$ cat src/rtl/ft232h_asynfifo_rw.sv
`default_nettype none
// ============================================================================
// Module      : ft232h_asynfifo_rw
// Description : FT232H 245 asynchronous FIFO bridge, half-duplex round-robin
//               read/write sequencer with a first-word-fall-through RX buffer.
// Revision    : 1.0  initial release
// ============================================================================
module ft232h_asynfifo_rw #(
   parameter int RD_PULSE = 2,
   parameter int RD_RECOV = 1,
   parameter int WR_PULSE = 2,
   parameter int WR_RECOV = 1,
   parameter int RX_DEPTH = 4,
   localparam int RX_AW   = $clog2(RX_DEPTH)
) (
   input  logic          i_clk,
   input  logic          i_rst,
   input  logic          i_rxf_n,
   input  logic          i_txe_n,
   input  logic [7:0]    i_ft_data,
   output logic [7:0]    o_ft_data,
   output logic          o_ft_oe,
   output logic          o_rd_n,
   output logic          o_wr_n,
   output logic [7:0]    o_rx_data,
   output logic          o_rx_valid,
   input  logic          i_rx_ready,
   input  logic [7:0]    i_tx_data,
   input  logic          i_tx_valid,
   output logic          o_tx_ready,
   output logic [RX_AW:0] o_rx_count
);

   localparam int MAXC_A = (RD_PULSE > RD_RECOV) ? RD_PULSE : RD_RECOV;
   localparam int MAXC_B = (WR_PULSE > WR_RECOV) ? WR_PULSE : WR_RECOV;
   localparam int MAXC   = (MAXC_A > MAXC_B) ? MAXC_A : MAXC_B;
   localparam int CW     = (MAXC <= 2) ? 1 : $clog2(MAXC);
   localparam logic [RX_AW:0] DEPTH_V = (RX_AW+1)'(RX_DEPTH);

   typedef enum logic [2:0] {
      S_IDLE      = 3'd0,
      S_RD_STROBE = 3'd1,
      S_RD_RECOV  = 3'd2,
      S_WR_SETUP  = 3'd3,
      S_WR_STROBE = 3'd4,
      S_WR_RECOV  = 3'd5
   } state_t;

   state_t            state;
   logic [CW-1:0]     cnt;
   logic              prefer_rd;
   logic              rd_elig;
   logic              wr_elig;
   logic              grant_rd;
   logic              grant_wr;
   logic              push;
   logic              pop;
   logic [7:0]        mem [RX_DEPTH];
   logic [RX_AW-1:0]  wr_ptr;
   logic [RX_AW-1:0]  rd_ptr;
   logic [RX_AW:0]    count;

   // Arbitration: a read is only eligible if the buffer has room, which
   // reserves the slot for the byte that read will push.
   always_comb begin
      rd_elig  = !i_rxf_n && (count < DEPTH_V);
      wr_elig  = i_tx_valid && !i_txe_n;
      grant_rd = 1'b0;
      grant_wr = 1'b0;
      if (state == S_IDLE && !i_rst) begin
         grant_rd = rd_elig && (!wr_elig || prefer_rd);
         grant_wr = wr_elig && !grant_rd;
      end
   end

   assign o_tx_ready = grant_wr;

   always_ff @(posedge i_clk) begin
      if (i_rst) begin
         state     <= S_IDLE;
         cnt       <= '0;
         prefer_rd <= 1'b1;
         o_rd_n    <= 1'b1;
         o_wr_n    <= 1'b1;
         o_ft_oe   <= 1'b0;
         o_ft_data <= '0;
      end else begin
         case (state)
            S_IDLE: begin
               if (grant_rd) begin
                  state     <= S_RD_STROBE;
                  o_rd_n    <= 1'b0;
                  cnt       <= CW'(RD_PULSE - 1);
                  prefer_rd <= 1'b0;
               end else if (grant_wr) begin
                  state     <= S_WR_SETUP;
                  o_ft_data <= i_tx_data;
                  o_ft_oe   <= 1'b1;
                  prefer_rd <= 1'b1;
               end
            end
            S_RD_STROBE: begin
               if (cnt == '0) begin
                  state  <= S_RD_RECOV;
                  o_rd_n <= 1'b1;
                  cnt    <= CW'(RD_RECOV - 1);
               end else begin
                  cnt <= cnt - 1'b1;
               end
            end
            S_RD_RECOV: begin
               if (cnt == '0) state <= S_IDLE;
               else           cnt   <= cnt - 1'b1;
            end
            S_WR_SETUP: begin
               state  <= S_WR_STROBE;
               o_wr_n <= 1'b0;
               cnt    <= CW'(WR_PULSE - 1);
            end
            S_WR_STROBE: begin
               if (cnt == '0) begin
                  state  <= S_WR_RECOV;
                  o_wr_n <= 1'b1;
                  cnt    <= CW'(WR_RECOV - 1);
               end else begin
                  cnt <= cnt - 1'b1;
               end
            end
            S_WR_RECOV: begin
               if (cnt == '0) begin
                  state   <= S_IDLE;
                  o_ft_oe <= 1'b0;
               end else begin
                  cnt <= cnt - 1'b1;
               end
            end
            default: state <= S_IDLE;
         endcase
      end
   end

   // The bus is sampled at the edge that ends the final strobe cycle.
   assign push = (state == S_RD_STROBE) && (cnt == '0) && !i_rst;
   assign pop  = i_rx_ready && (count != '0);

   always_ff @(posedge i_clk) begin
      if (push) mem[wr_ptr] <= i_ft_data;
   end

   always_ff @(posedge i_clk) begin
      if (i_rst) begin
         wr_ptr <= '0;
         rd_ptr <= '0;
         count  <= '0;
      end else begin
         if (push) wr_ptr <= wr_ptr + 1'b1;
         if (pop)  rd_ptr <= rd_ptr + 1'b1;
         case ({push, pop})
            2'b10:   count <= count + 1'b1;
            2'b01:   count <= count - 1'b1;
            default: count <= count;
         endcase
      end
   end

   assign o_rx_data  = mem[rd_ptr];
   assign o_rx_valid = (count != '0);
   assign o_rx_count = count;

endmodule
`default_nettype wire

$ cat config.mk
export PLATFORM = sky130hd
export DESIGN_NAME = ft232h_asynfifo_rw
export DESIGN_NICKNAME = d
export VERILOG_FILES = /design/src/rtl/ft232h_asynfifo_rw.sv
export SDC_FILE = /design/constraint.sdc
export NUM_CORES = 1
export LEC_CHECK = 0
export ABC_AREA = 1
export CORE_MARGIN = 2
export CORE_UTILIZATION = 51
export DETAILED_ROUTE_END_ITERATION = 6
export GPL_TIMING_DRIVEN = 0
export PLACE_DENSITY = 0.78
export SYNTH_ARGS = -nofsm -noshare
export SYNTH_HDL_FRONTEND = slang
export SYNTH_SLANG_ARGS = --single-unit
$ cat constraint.sdc
create_clock -name i_clk -period 2.46 [get_ports i_clk]
set_input_delay 0.738 -clock i_clk [delete_from_list [all_inputs] [get_ports i_clk]]
set_output_delay 0.738 -clock i_clk [all_outputs]
set_load 0.01 [all_outputs]
# Yosys cells after proc, flatten, opt, wreduce, memory -nomap -nowiden
# Memories as Yosys holds them, arrays and structs flattened. A register that Yosys moved wholly into a read port is not among the register bits.
# Cells that the tools add are included.
[word_totals]
mem_bits_rw = 32
regBits = 23
output_inout_bits = 24
input_bits = 22
memories = 1
[op_classes]
mux = 25
bitwise = 2
n_lt_le_gt_ge = 1
eq_ne = 15
addsub = 5
n_reduce_logical = 31
[mem_list]
columns = ["memory", "words", "width", "rd", "rd_clocked_by_memory_dff", "wr", "line", "source"]
rows = [
  ["mem", 4, 8, 1, 1, 1, "58", "logic [7:0] mem [RX_DEPTH];"],
]
[op_table]
columns = ["operator", "count"]
rows = [
  ["$mux W3", 5],
  ["$pmux W3 S5", 1],
  ["$ne A2 B2 Y1 const B", 7],
  ["$mux W1", 12],
  ["$reduce_bool A2 Y1", 5],
  ["$logic_and A1 B1 Y1", 8],
  ["$reduce_and A4 Y1", 2],
  ["$eq A3 B2 Y1 const B", 2],
  ["$eq A3 B3 Y1 const B", 2],
  ["$pmux W1 S2", 3],
  ["$pmux W3 S2", 1],
  ["$reduce_and A2 Y1", 3],
  ["$reduce_and A3 Y1", 2],
  ["$reduce_bool A3 Y1", 2],
  ["$logic_not A1 Y1", 5],
  ["$add A2 B1 Y2 const B", 2],
  ["$mux W2", 2],
  ["$reduce_or A4 Y1", 1],
  ["$add A3 B1 Y3 const B", 1],
  ["$eq A3 B1 Y1 const B", 1],
  ["$logic_not A3 Y1", 1],
  ["$lt A3 B3 Y1 const B", 1],
  ["$ne A3 B3 Y1 const B", 1],
  ["$pmux W1 S3", 1],
  ["7 further kinds", 8],
]

# Logic depth before layout (Yosys ltp)
[logic_depth]
depth_word = 11
ltp_mapped = 11

# Least setup slack after synthesis
# Ideal clock, no wire load.
[synth_timing]
path_kind = "input to register"
start = "input i_rx_ready"
end = "register count[2] (netlist: o_rx_count[2])"
required_ns = 2.338
slack_ns = 0.418
arrival_time_ns = 1.920
n_path_buf = 1
stages = 9
path_cell_list = "and2_1 buf_2 ha_1 inv_1 fa_1 a21oi_1 o21ai_0 o21ai_0 a21oi_1"
[synth_via]
elab_chain_cells = 3
elab_cells_between_ends = 5
classes_between = "eq/ne: 2; mux: 1; reduce/logical: 2"
[synth_rtl]
columns = ["item", "line", "source"]
rows = [
  ["from (decl)", "27", "input logic i_rx_ready,"],
  ["$logic_and A1 B1 Y1 *", "144", "assign pop = i_rx_ready && (count != '0);"],
  ["net pop", "57", "logic pop;"],
  ["$eq A2 B1 Y1 or $eq A2 B2 Y1 (tied branches)", "158", "case ({push, pop})"],
  ["$pmux W3 S2 or $reduce_bool A2 Y1 (tied branches)", "--", ""],
  ["to (signal assigned)", "159", "2'b10: count <= count + 1'b1;"],
  ["to (signal assigned)", "160", "2'b01: count <= count - 1'b1;"],
  ["to (signal assigned)", "161", "default: count <= count;"],
  ["to (decl)", "61", "logic [RX_AW:0] count;"],
]
# Mark *: on every way through the listed nets, which the timed path passes. The rest lies on a longest branch.
# A chain may end at the register's enable or synchronous reset.

==> summary.txt <==
Global routing
  • Gr ovfl total: 0
  • GRT met2 Usage: 0.3097
  • Vias in the first global route: 1707
  • GRT met3 Usage: 0.05345
  • First-pass GRT wire length: 7707 µm
  • Initial antenna violation count: 0
  • All-Layer GR Usage: 0.1976
  • Largest net degree at the start of global routing: 11
  • M1 GR Usage: 0.2604
  • GR peak layer: met2

Power and ir drop
  • PwrDens: 957.6 nW/µm²
  • Leakage Power: 0.001245 µW
  • Worst VDD drop: 534.9 µV

Worst hold path
  • Hold WC Path Type: flop to flop
  • Worst hold start: o_rd_n$_SDFFE_PP1P_
  • Worst hold stages: 2
  • Hold EP: o_rd_n$_SDFFE_PP1P_

Setup path
  • CP max stage delay: 0.41 ns
  • Reg2Reg Depth: 11
  • Critical path's slowest cell: dfxtp_2
  • FF-to-FF End: o_rx_count[2]$_SDFFE_PP0P_
  • Worst R2R Setup Slack: 0.41 ns
  • Worst path required time: 1.72 ns
  • Startpoint types: flop
  • Worst Path Arrival: 1.53 ns
  • Reg-to-Reg Start: state[1]$_SDFFE_PP0P_
  • Worst path cell trace: inv_2 -> clkbuf_8 -> o21ai_0 -> o22ai_1 -> dlygate4sd2_1
  • Max FO, Critical Path: 10
  • Crit path capture type: output pin
  • WS Path Type: flop to output pin

Placement
  • DP Worst Slack: -0.5527 ns
  • Post-DP HPWL: 3067 µm
  • Routability Congestion: 0.8649
  • IO Port Bufs: 45
  • Placed cell count: 330

Logic synthesis
  • Synth Area per Inst: 9.967 µm²
  • Register area share after synthesis: 0.6293
  • Mapped Cells: 233
  • #FFs+latches synth: 57
  • Mapped Nets: 261
  • Synth cell types: 24
  • Post-synthesis cell area: 2322 µm²
  • Synth warnings: 0

STA
  • Fin. max-slew vios: 0
  • Setup ws final: 0.1906 ns
  • Fin Clk Skew: 0.008338 ns
  • Min cycle time layout: 2.269 ns
  • Post-route clock period utilization: 0.9225
  • Final setup violation count: 0
  • Peak Freq: 440.6 MHz
  • Worst-margin pin slew: 0.8269 ns
  • Max_slew headroom: 0.4467
  • RSZ-0062 raised after global routing: false
  • Endpoints failing hold: 0

CTS
  • Clock buffer count from CTS: 9
  • Sink Count: 57
  • Clock Tree Buf Depth: 2
  • CTS H-Tree Depth: 3
  • CTS Root Cell: clkbuf_8
  • Hold Buf Count CTS: 0
  • Clock transition at the registers of the reported paths: 0.06 ns
  • Worst skew pair latency: 0.33 ns
  • CTS tree: built

Finish
  • Fraction of layout cells with a size suffix above 1: 0.1250
  • Non-Filler Instances: 348
  • Net total in the final layout: 319
  • Ant. Diodes: 0
  • Filler Cell Count: 339
  • FF/Latch Area: 1463 µm²
  • Area grow syn2layout: 33.08%
  • Area of the multi-input gates: 734.5 µm²

Floorplanning
  • Io pins: 46
  • Die ar.: 5109 µm²
  • Die X: 71.48 µm
  • Area of the core: 4384 µm²
  • Site row count: 24
  • Die height: 71.48 µm
  • Initial Utilization: 0.5297

Job
  • Max_cap viols: 0

Routing
  • DRT Wirelength: 4650 µm
  • Vias post-DR: 1777
  • 1st-iter DRT viols: 193
  • Post-route ant nets: 0
  • Avg WL per Cell: 13.36 µm
  • 1st-pass router iterations: 5
  • Vias per cell: 5.106
  • DRC: 0

Outcome
  • Run status: complete, no violations
## repair_timing
item | in CTS | in global routing
endpoints found under the setup margin | 9 | 2
buffers inserted | 0 | 2
gates resized for setup | 25 | 10
pin swaps | 1 | 2
## worst max path at each step
stage | startpoint | endpoint | slack (ns) | cells past startpoint
after floorplan | i_rx_ready | o_rx_count[2]$_SDFFE_PP0P_ | 0.42 | 9
after global placement | i_tx_valid | o_tx_ready | -0.54 | 7
after detailed placement | i_tx_valid | o_tx_ready | -0.55 | 7
after CTS | i_rxf_n | o_tx_ready | -0.07 | 7
after global routing | i_rx_ready | o_rx_count[2]$_SDFFE_PP0P_ | 0.03 | 10
final | flop | o_rx_data[6] | 0.19 | 5
## cells in the final DEF, fill, tap and decap left out, drive strengths merged
cell	count
a21oi	11
and2	1
buf	6
bufinv	1
clkbuf	15
clkdlybuf4s50	32
clkinv	4
dfxtp	25
dlygate4sd2	8
dlymetal6s2s	4
edfxtp	32
fa	1
ha	5
inv	27
nand2	22
nand3	9
nor2	45
nor3	4
o211ai	2
o21ai	34
o22ai	8
## per-layer routing
layer  part of all wire  routed length, µm
met3              0.056                260
met4             0.0099                 46
met1               0.44               2063
met5                  0                  0
met2               0.49               2280
## cell usage after synthesis (all sizes together)
| cell type | count | area [µm²] |
|---|---|---|
| nand3 | 9 | 50.05 |
| a21oi | 11 | 55.05 |
| clkbuf | 3 | 11.26 |
| ha | 5 | 62.56 |
| inv | 27 | 101.3 |
| o211ai | 2 | 15.01 |
| fa | 1 | 20.02 |
| clkinv | 1 | 8.760 |
| nor3 | 4 | 25.02 |
| edfxtp | 32 | 960.9 |
| nand2 | 22 | 90.09 |
| buf | 3 | 21.27 |
| dfxtp | 25 | 500.5 |
| and2 | 1 | 6.260 |
| o21ai | 34 | 170.2 |
| o22ai | 8 | 50.05 |
| nor2 | 45 | 173.9 |
## worst max-delay path, delay by kind of cell, from the launching register on
family	cells	cell delay (ns)
compound gates	2	0.23
buf+inv	3	0.56
flops	1	0.41
## sequential cells by signal (all words and copies together) (netlist names), named ones only
signal and cells:
mem 32, wr_ptr 2, state 3, o_ft_data 8
o_ft_oe 1, o_rx_count 3, rd_ptr 2, o_wr_n 1
cnt 1, o_rd_n 1, prefer_rd 1
## layout make-up
cell class | count | area share
sequential | 57 | 0.4733
clock inverter | 4 | 0.01377
multi-input combinational | 142 | 0.2377
timing repair buffer | 47 | 0.1510
inverter | 28 | 0.03806
buffer | 6 | 0.01822
clock buffer | 12 | 0.04696
tap | 52 | 0.02105
## through the flow
step,util,setup TNS (ns),cell area (µm²),power [µW],hold slack (ns)
floorplan,-,0,2322,1780,0.4363
global placement,0.6473,-2.774,2838,2119,0.4481
detailed placement,0.6473,-3.104,2838,2134,0.4488
CTS,0.6961,-0.07177,3052,2955,0.4650
global route,0.7049,0,3090,3135,0.4892
finish,0.7049,0,3090,2959,0.4611
## report_power, final
part	internal, µW	switching, µW	leakage [µW]	total (µW)
Sequential	1120	104	0.000493	1230
Clock	487	343	0.0000954	831
Combinational	398	503	0.000656	901
Total	2010	950	0.00124	2960
## cell families (layout without fill, tap and decap cells)
logic type,count (synthesis),in the layout,synth area share
fa+ha+maj,6,6,0.03556
buf+inv,34,97,0.06142
flops,57,57,0.6293
simple gates,81,81,0.1487
compound gates,55,55,0.1250
Note: power is estimated with default switching activity, not from simulation.
